$ cat src/rtl/alu_issue_ctrl.sv
// Issue/writeback sequencer driving the ALU operand interface.
// Four-cycle instruction flow: accept, operand read, ALU execute, conditional writeback.
module alu_issue_ctrl #(
  parameter int DATA_W = 16,
  parameter int NREGS  = 8,
  parameter int ADDR_W = 3
) (
  input  logic              clk,
  input  logic              rst_n,
  input  logic              instr_valid,
  output logic              instr_ready,
  input  logic [15:0]       instr,
  output logic [1:0]        alu_cond,
  output logic [3:0]        alu_op,
  output logic [DATA_W-1:0] alu_reg1,
  output logic [DATA_W-1:0] alu_reg2,
  output logic [6:0]        alu_ld_sh,
  input  logic [DATA_W-1:0] alu_result,
  input  logic [3:0]        alu_flags,
  output logic              wb_en,
  output logic [ADDR_W-1:0] wb_addr,
  output logic [DATA_W-1:0] wb_data,
  output logic              done,
  output logic [3:0]        flags_out,
  input  logic [ADDR_W-1:0] dbg_addr,
  output logic [DATA_W-1:0] dbg_data
);

  typedef enum logic [1:0] {
    IDLE = 2'd0,
    READ = 2'd1,
    EXEC = 2'd2,
    WB   = 2'd3
  } state_t;

  state_t              state_r;
  state_t              state_nxt_s;

  logic [15:0]         ir_r;
  logic [15:0]         ir_nxt_s;
  logic [DATA_W-1:0]   regs_r [NREGS];

  logic                instr_ready_r, instr_ready_nxt_s;
  logic [1:0]          alu_cond_r, alu_cond_nxt_s;
  logic [3:0]          alu_op_r, alu_op_nxt_s;
  logic [DATA_W-1:0]   alu_reg1_r, alu_reg1_nxt_s;
  logic [DATA_W-1:0]   alu_reg2_r, alu_reg2_nxt_s;
  logic [6:0]          alu_ld_sh_r, alu_ld_sh_nxt_s;
  logic                wb_en_r, wb_en_nxt_s;
  logic [ADDR_W-1:0]   wb_addr_r, wb_addr_nxt_s;
  logic [DATA_W-1:0]   wb_data_r, wb_data_nxt_s;
  logic                done_r, done_nxt_s;
  logic [3:0]          flags_r;
  logic                flag_upd_r, flag_upd_nxt_s;
  logic [3:0]          flag_new_r, flag_new_nxt_s;
  logic                pass_s;

  // Condition codes are tested against the architectural {N,Z,C,V}.
  function automatic logic cond_pass(input logic [1:0] cond, input logic [3:0] nzcv);
    logic ok;
    case (cond)
      2'b00:   ok = 1'b1;
      2'b01:   ok = nzcv[2];
      2'b10:   ok = ~nzcv[2];
      2'b11:   ok = nzcv[3];
      default: ok = 1'b0;
    endcase
    return ok;
  endfunction

  function automatic logic op_writes(input logic [3:0] op);
    return (op <= 4'd10);
  endfunction

  function automatic logic op_sets_flags(input logic [3:0] op);
    logic sets;
    case (op)
      4'd0, 4'd1, 4'd2, 4'd11: sets = 1'b1;
      default:                 sets = 1'b0;
    endcase
    return sets;
  endfunction

  // State register.
  always_ff @(posedge clk or negedge rst_n) begin
    if (!rst_n) begin
      state_r <= IDLE;
    end else begin
      state_r <= state_nxt_s;
    end
  end

  // Next-state logic: one accept, then a fixed READ/EXEC/WB walk.
  always_comb begin
    state_nxt_s = state_r;
    case (state_r)
      IDLE: begin
        if (instr_valid) begin
          state_nxt_s = READ;
        end else begin
          state_nxt_s = IDLE;
        end
      end
      READ:    state_nxt_s = EXEC;
      EXEC:    state_nxt_s = WB;
      WB:      state_nxt_s = IDLE;
      default: state_nxt_s = IDLE;
    endcase
  end

  assign pass_s = cond_pass(ir_r[15:14], flags_r);

  // Output logic: next values for every registered output and pipeline field.
  always_comb begin
    ir_nxt_s          = ir_r;
    instr_ready_nxt_s = (state_nxt_s == IDLE);
    alu_cond_nxt_s    = alu_cond_r;
    alu_op_nxt_s      = alu_op_r;
    alu_reg1_nxt_s    = alu_reg1_r;
    alu_reg2_nxt_s    = alu_reg2_r;
    alu_ld_sh_nxt_s   = alu_ld_sh_r;
    wb_en_nxt_s       = 1'b0;
    wb_addr_nxt_s     = {ADDR_W{1'b0}};
    wb_data_nxt_s     = {DATA_W{1'b0}};
    done_nxt_s        = 1'b0;
    flag_upd_nxt_s    = 1'b0;
    flag_new_nxt_s    = flag_new_r;
    case (state_r)
      IDLE: begin
        if (instr_valid) begin
          ir_nxt_s = instr;
        end else begin
          ir_nxt_s = ir_r;
        end
      end
      READ: begin
        alu_cond_nxt_s  = ir_r[15:14];
        alu_op_nxt_s    = ir_r[13:10];
        alu_reg1_nxt_s  = regs_r[ir_r[6:4]];
        alu_reg2_nxt_s  = regs_r[ir_r[3:1]];
        alu_ld_sh_nxt_s = ir_r[6:0];
      end
      EXEC: begin
        // WB outputs are registered, so the decision is taken as EXEC closes.
        done_nxt_s     = 1'b1;
        flag_new_nxt_s = alu_flags;
        flag_upd_nxt_s = pass_s & op_sets_flags(ir_r[13:10]);
        if (pass_s && op_writes(ir_r[13:10])) begin
          wb_en_nxt_s   = 1'b1;
          wb_addr_nxt_s = ir_r[9:7];
          wb_data_nxt_s = alu_result;
        end else begin
          wb_en_nxt_s   = 1'b0;
          wb_addr_nxt_s = {ADDR_W{1'b0}};
          wb_data_nxt_s = {DATA_W{1'b0}};
        end
      end
      WB: begin
        flag_new_nxt_s = flag_new_r;
      end
      default: begin
        ir_nxt_s = ir_r;
      end
    endcase
  end

  // Output and pipeline registers.
  always_ff @(posedge clk or negedge rst_n) begin
    if (!rst_n) begin
      ir_r          <= 16'h0000;
      instr_ready_r <= 1'b1;
      alu_cond_r    <= 2'b00;
      alu_op_r      <= 4'b0000;
      alu_reg1_r    <= {DATA_W{1'b0}};
      alu_reg2_r    <= {DATA_W{1'b0}};
      alu_ld_sh_r   <= 7'b0000000;
      wb_en_r       <= 1'b0;
      wb_addr_r     <= {ADDR_W{1'b0}};
      wb_data_r     <= {DATA_W{1'b0}};
      done_r        <= 1'b0;
      flag_upd_r    <= 1'b0;
      flag_new_r    <= 4'b0000;
    end else begin
      ir_r          <= ir_nxt_s;
      instr_ready_r <= instr_ready_nxt_s;
      alu_cond_r    <= alu_cond_nxt_s;
      alu_op_r      <= alu_op_nxt_s;
      alu_reg1_r    <= alu_reg1_nxt_s;
      alu_reg2_r    <= alu_reg2_nxt_s;
      alu_ld_sh_r   <= alu_ld_sh_nxt_s;
      wb_en_r       <= wb_en_nxt_s;
      wb_addr_r     <= wb_addr_nxt_s;
      wb_data_r     <= wb_data_nxt_s;
      done_r        <= done_nxt_s;
      flag_upd_r    <= flag_upd_nxt_s;
      flag_new_r    <= flag_new_nxt_s;
    end
  end

  // Architectural state commits on the edge that closes WB.
  always_ff @(posedge clk or negedge rst_n) begin
    if (!rst_n) begin
      for (int i = 0; i < NREGS; i++) begin
        regs_r[i] <= {DATA_W{1'b0}};
      end
      flags_r <= 4'b0000;
    end else begin
      if ((state_r == WB) && wb_en_r) begin
        regs_r[wb_addr_r] <= wb_data_r;
      end
      if ((state_r == WB) && flag_upd_r) begin
        flags_r <= flag_new_r;
      end
    end
  end

  assign instr_ready = instr_ready_r;
  assign alu_cond    = alu_cond_r;
  assign alu_op      = alu_op_r;
  assign alu_reg1    = alu_reg1_r;
  assign alu_reg2    = alu_reg2_r;
  assign alu_ld_sh   = alu_ld_sh_r;
  assign wb_en       = wb_en_r;
  assign wb_addr     = wb_addr_r;
  assign wb_data     = wb_data_r;
  assign done        = done_r;
  assign flags_out   = flags_r;
  assign dbg_data    = regs_r[dbg_addr];

endmodule

$ cat config.mk
export PLATFORM = sky130hd
export DESIGN_NAME = alu_issue_ctrl
export DESIGN_NICKNAME = d
export VERILOG_FILES = /design/src/rtl/alu_issue_ctrl.sv
export SDC_FILE = /design/constraint.sdc
export NUM_CORES = 1
export LEC_CHECK = 0
export BUFFER_PORTS_ARGS = -buffer_cell sky130_fd_sc_hd__buf_2
export CAP_MARGIN = 5
export CORE_ASPECT_RATIO = 1.75
export CORE_MARGIN = 3
export CORE_UTILIZATION = 28
export DETAILED_ROUTE_END_ITERATION = 10
export GPL_TIMING_DRIVEN = 0
export PLACE_DENSITY = 0.49
export SYNTH_ARGS = -nofsm -noshare
export SYNTH_HDL_FRONTEND = slang
export SYNTH_SLANG_ARGS = --single-unit
export TNS_END_PERCENT = 1
$ cat constraint.sdc
create_clock -name clk -period 2.15 [get_ports clk]
set_clock_uncertainty 0.05 [all_clocks]
set_input_delay 0.215 -clock clk [delete_from_list [all_inputs] [get_ports clk]]
set_output_delay 0.215 -clock clk [all_outputs]
set_load 0.005 [all_outputs]
======== Word level (Yosys, flattened, before mapping) ========
Index checks and enable logic that the tools add are counted.
cells by class
  muxes and demuxes ....................... 25
  equality and inequality tests ........... 9
  bitwise logic cells ..................... 6
  magnitude comparators ................... 6
  reduce and logical (&&, ||, !) cells .... 10
operators by type and width
  operator            number
  $bmux 16 s3         3
  $mux 16             9
  $bwmux 128          1
  $demux 16 s3        1
  $ge 4x4->1 const B  4
  $not 3->4           4
  $eq 2x2->1 const B  4
  $pmux 2 s4          1
  $mux 1              7
  $logic_not 2->1     3
  $mux 3              2
  $eq 2x1->1 const B  2
  $eq 4x1->1 const B  1
  $eq 4x2->1 const B  1
  $eq 4x4->1 const B  1
  $le 4x4->1 const B  1
  $logic_and 1x1->1   4
  $logic_not 4->1     1
  $lt 4x1->1 const B  1
  $pmux 1 s4          1
  $reduce_or 4->1     1
  $reduce_and 2->1    1
  $and 1x1->1         1
  $not 1->1           1
storage, ports and cells
  logic and storage cells ................. 79
  output and inout port bits .............. 87
  input port bits ......................... 42
  register bits ........................... 222

======== Logic depth before layout (Yosys ltp) ========
  depth in word-level cells ............... 6
  depth in mapped cells ................... 7
  gate-level depth less buffers ........... 5

======== Worst setup path before layout ========
OpenSTA, ideal clock, no wires.
  path type ............................... reg2reg
  start point ............................. reg state_r[0]
  end point ............................... reg regs_r[10] (netlist bit)
  clock period less this slack ............ 1795 ps
  slack ................................... 355 ps
  setup time .............................. 125 ps
  buffers on the path ..................... 1
  required time ........................... 1975 ps
  arrival ................................. 1621 ps
  cell stages (with the launch flop) ...... 6
  cells stage by stage .................... dfrtp_1 -> ha_1 -> nand3_1 -> nor2_1 -> buf_2 -> mux2_2
between the ends
  cells in the longest elaborated chain, start to end .. 2
ends and longest elaborated chain
  item                            line  source
  start: declaration              36    state_t state_r;
  start signal: assignment        89    state_r <= state_nxt_s;
  $eq 2x2->1                      208   if ((state_r == WB) && wb_en_r) begin
  $logic_and 1x1->1               208
  end signal: indexed assignment  204   regs_r[i] <= {DATA_W{1'b0}};
  end signal: indexed assignment  209   regs_r[wb_addr_r] <= wb_data_r;
  end: declaration                41    logic [DATA_W-1:0] regs_r [NREGS];
No other way between the ends.
A chain may end at the register's enable or synchronous reset.

======== Final worst setup path ========
  start point ............................. reg state_r[0]
  end point ............................... reg regs_r[119] (netlist bit)
The elaborated chain is that of the path after synthesis.

==> impl_metrics.env <==
export IMPL_cts_made_buffers=23
export IMPL_pre_cts_slack_ps=-620
export IMPL_die_h_um=267
export IMPL_post_route_period_util_pct=99.2
export IMPL_reg2reg_from="state_r[0]"
export IMPL_antenna_cells=0
export IMPL_start_util_pct=28.4
export IMPL_drv_slew=0
export IMPL_drive_gt1_share_pct=50.4
export IMPL_cpPeakStageDelay_ps=420
export IMPL_leakage_nw=6.37
export IMPL_grt_pass1_wl_mm=54.4
export IMPL_die_x_um=155
export IMPL_drv_cap=0
export IMPL_clk_pin_slew_worst_paths_ps=60
export IMPL_worstPathMaxFanout=10
export IMPL_htreeDepth=1
export IMPL_cts_sinks=222
export IMPL_dp_hpwl_mm=25.4
export IMPL_cts_tree="done"
export IMPL_crit_type="register to register"
export IMPL_dp_cells=1320
export IMPL_insertion_delay_ps=540
export IMPL_period_needed_ps=2130
export IMPL_worst_pin_slew_ps=757
export IMPL_grt_remaining_overflow=0
export IMPL_grt_max_degree=77
export IMPL_wl_per_cell_um=26.6
export IMPL_drc=0
export IMPL_ys_warn_count=0
export IMPL_antenna_found_initial=2
export IMPL_portBuffers=126
export IMPL_r2r_slack_ps=20
export IMPL_final_setup_worst_slack_ps=17.2
export IMPL_worst_hold_path_type="input port to asynchronous set/reset pin"
export IMPL_num_vias=7241
export IMPL_cp_required_ps=2510
export IMPL_ys_seq_elements=222
export IMPL_ant_nets=0
export IMPL_worstPathCellList="ha_2 -> nand3b_1 -> or3_1 -> buf_6 -> buf_6 -> mux2_4"
export IMPL_rr_worst_depth=6
export IMPL_cp_top_family="simple AND/OR/NAND/NOR gates"
export IMPL_irDropWorstVdd_mv=0.579
export IMPL_yosysSeqAreaShare_pct=51.0
export IMPL_synth_cell_types=31
export IMPL_drt_first_iter_violations=389
export IMPL_clk_path_buf_depth=3
export IMPL_die_area_um2=41400
export IMPL_viasPerCell=5.17
export IMPL_r2r_end="regs_r[119]"
export IMPL_cpMostUsedCell="buf_6"
export IMPL_wl_mm=37.2
export IMPL_hold_viol=0
export IMPL_synth_cells=706
export IMPL_cts_root_buffer="clkbuf_16"
export IMPL_status="finished, final reports clean"
export IMPL_slowest_stage="or3_1"
export IMPL_max_freq_mhz=469
export IMPL_path_buf_inv=2
export IMPL_core_area_um2=38400
export IMPL_syn_avg_cell_area_um2=15.4
export IMPL_dr_pass1_iters=4
export IMPL_cp_end_kind="register"
export IMPL_netlist_area_um2=10900
export IMPL_slew_headroom_pct=49.5
export IMPL_grt_util_all_layers_pct=17.9
export IMPL_io_pins=129
export IMPL_synth_nets=753
export IMPL_fp_row_count=95
export IMPL_worstSetupStartpointType="register"
export IMPL_grt_pass1_vias=7740
export IMPL_fin_cells=1401
export IMPL_cp_data_arrival_time_ps=2490
export IMPL_syn2layout_area_growth_pct=24.9
export IMPL_gp_congestion=0.800
export IMPL_nNetsFinal=947
export IMPL_p_per_area_nw_per_um2=1120
export IMPL_setup_viol=0
export IMPL_rsz0062_at_grt="true"
[area by class of cell]
cell class                 count  area (um^2)
inverter                       4         16.3
sequential                   222         5560
clock buffer                  37          688
buffer                        49          378
fill                        3760        24800
timing repair buffer         169         1160
tap                          485          607
multi-input combinational    431         5180
clock inverter                 4         23.8
[metrics by stage]
step / instance area, um^2 / setup TNS (ps) / util (%) / hold slack, ps / power (W)
global placement: 12100 / -783420 / 31.6 / 371 / 0.0112
detailed placement: 12200 / -39750 / 31.8 / 180 / 0.0113
global route: 13600 / -1220 / 35.5 / 251 / 0.0160
CTS: 13400 / -1060 / 35.0 / 228 / 0.0154
finish: 13600 / 0 / 35.5 / 190 / 0.0152
floorplan: 10900 / 0 / - / -131 / 0.00884
[layout by cell type (no fill, tap or decap), drive strengths merged]
| cell type | synthesis | layout |
|---|---|---|
| dfrtp | 221 | 221 |
| mux2 | 181 | 181 |
| buf | 33 | 163 |
| mux4 | 64 | 64 |
| mux2i | 64 | 64 |
| clkbuf | 16 | 54 |
| dlygate4sd3 | 0 | 38 |
| a221o | 32 | 32 |
| o22ai | 32 | 32 |
| and2 | 20 | 20 |
| nor2 | 9 | 9 |
| nand2 | 5 | 5 |
| ha | 5 | 5 |
| clkinv | 1 | 4 |
| nand3b | 4 | 4 |
| inv | 3 | 4 |
| nand3 | 4 | 4 |
| a21o | 2 | 2 |
| or3 | 2 | 2 |
| nand2b | 2 | 2 |
| a221oi | 1 | 1 |
| o21ai | 1 | 1 |
| xnor2 | 1 | 1 |
| a2111oi | 1 | 1 |
| or3b | 1 | 1 |
| dfstp | 1 | 1 |
[Yosys cell counts]
cell,count,share of area [%]
a221o_1,32,2.9
buf_4,5,0.34
nand2_1,5,0.17
nand2b_1,2,0.11
o22ai_1,32,1.8
clkbuf_1,16,0.55
xnor2_1,1,0.080
mux2i_1,64,5.9
a221oi_1,1,0.080
mux4_2,64,13
and2_1,20,1.1
nand3_1,4,0.18
or3b_2,1,0.080
a2111oi_0,1,0.080
buf_1,3,0.10
nor2_1,6,0.21
a21o_1,2,0.14
clkinv_1,1,0.034
nand3b_1,4,0.28
mux2_2,161,17
buf_6,5,0.52
or3_1,2,0.11
dfstp_2,1,0.24
inv_1,3,0.10
nor2_2,3,0.17
mux2_1,10,1.0
o21ai_0,1,0.046
dfrtp_1,221,51
buf_2,20,0.92
ha_1,5,0.57
mux2_4,10,1.4
[worst register-to-register path: stages (launching register included)]
cell and delay, ps:
dfrtp_1 370, ha_2 230, nand3b_1 270, or3_1 420, buf_6 170, buf_6 190
mux2_4 310
[logic make-up (layout without fill, tap and decap cells)]
| family | after synthesis | count (layout) | synth area share, % |
|---|---|---|---|
| AOI/OAI and AO/OA | 69 | 69 | 5.12 |
| xor gates and xnor gates | 1 | 1 | 0.0804 |
| adders and majority gates | 5 | 5 | 0.574 |
| buffers and inverters | 53 | 263 | 2.57 |
| DFF | 222 | 222 | 51.0 |
| muxes | 309 | 309 | 38.2 |
| and+or+nand+nor | 47 | 47 | 2.47 |
[state kept, by name, indices dropped and copies added, names as in the netlist]
signal / count
alu_op: 4
alu_cond: 2
flags_out: 4
wb_addr: 3
alu_reg2: 16
wb_en: 1
flag_new_r: 4
regs_r: 128
wb_data: 16
instr_ready: 1
state_r: 2
flag_upd_r: 1
done: 1
alu_reg1: 16
ir_r: 16
alu_ld_sh: 7
[per-layer routing]
metal / vias to the layer above / routed length [um] / track usage (%) / part of all wire, %
met5: - / 13 / 0 / 0.035
met4: 2 / 939 / 4.95 / 2.5
met2: 190 / 20600 / 33.9 / 55
met1: 3858 / 14000 / 20.8 / 38
met3: 52 / 1690 / 2.37 / 4.5
li1: 3139 / - / - / -
[where the power goes]
group / switching [W] / total [W] / internal [W]
combinational: 0.00277 / 0.00532 / 0.00254
clock: 0.00173 / 0.00392 / 0.00219
sequential: 0.000880 / 0.00601 / 0.00513
[worst max path at each step]
stage,startpoint,to,slack [ps],cells after the start
6_report,state_r[0],regs_r[119],20,6
5_1_grt,state_r[0],regs_r[119],-110,6
4_1_cts,state_r[1],alu_reg1[0],-140,6
3_5_place_dp,state_r[1],alu_reg2[0],-620,7
3_3_place_gp,rst_n,flag_new_r[2],-3390,1
2_1_floorplan,state_r[0],regs_r[10],350,5
[repair_timing]
item | in CTS | in global routing
hold endpoints to repair | 108 | 0
pin swaps | 4 | 0
endpoints found under the setup margin | 133 | 115
setup buffers | 0 | 2
hold buffers | 38 | 0
gates resized for setup | 54 | 34
No activity file was read; power rests on OpenSTA's default activity.
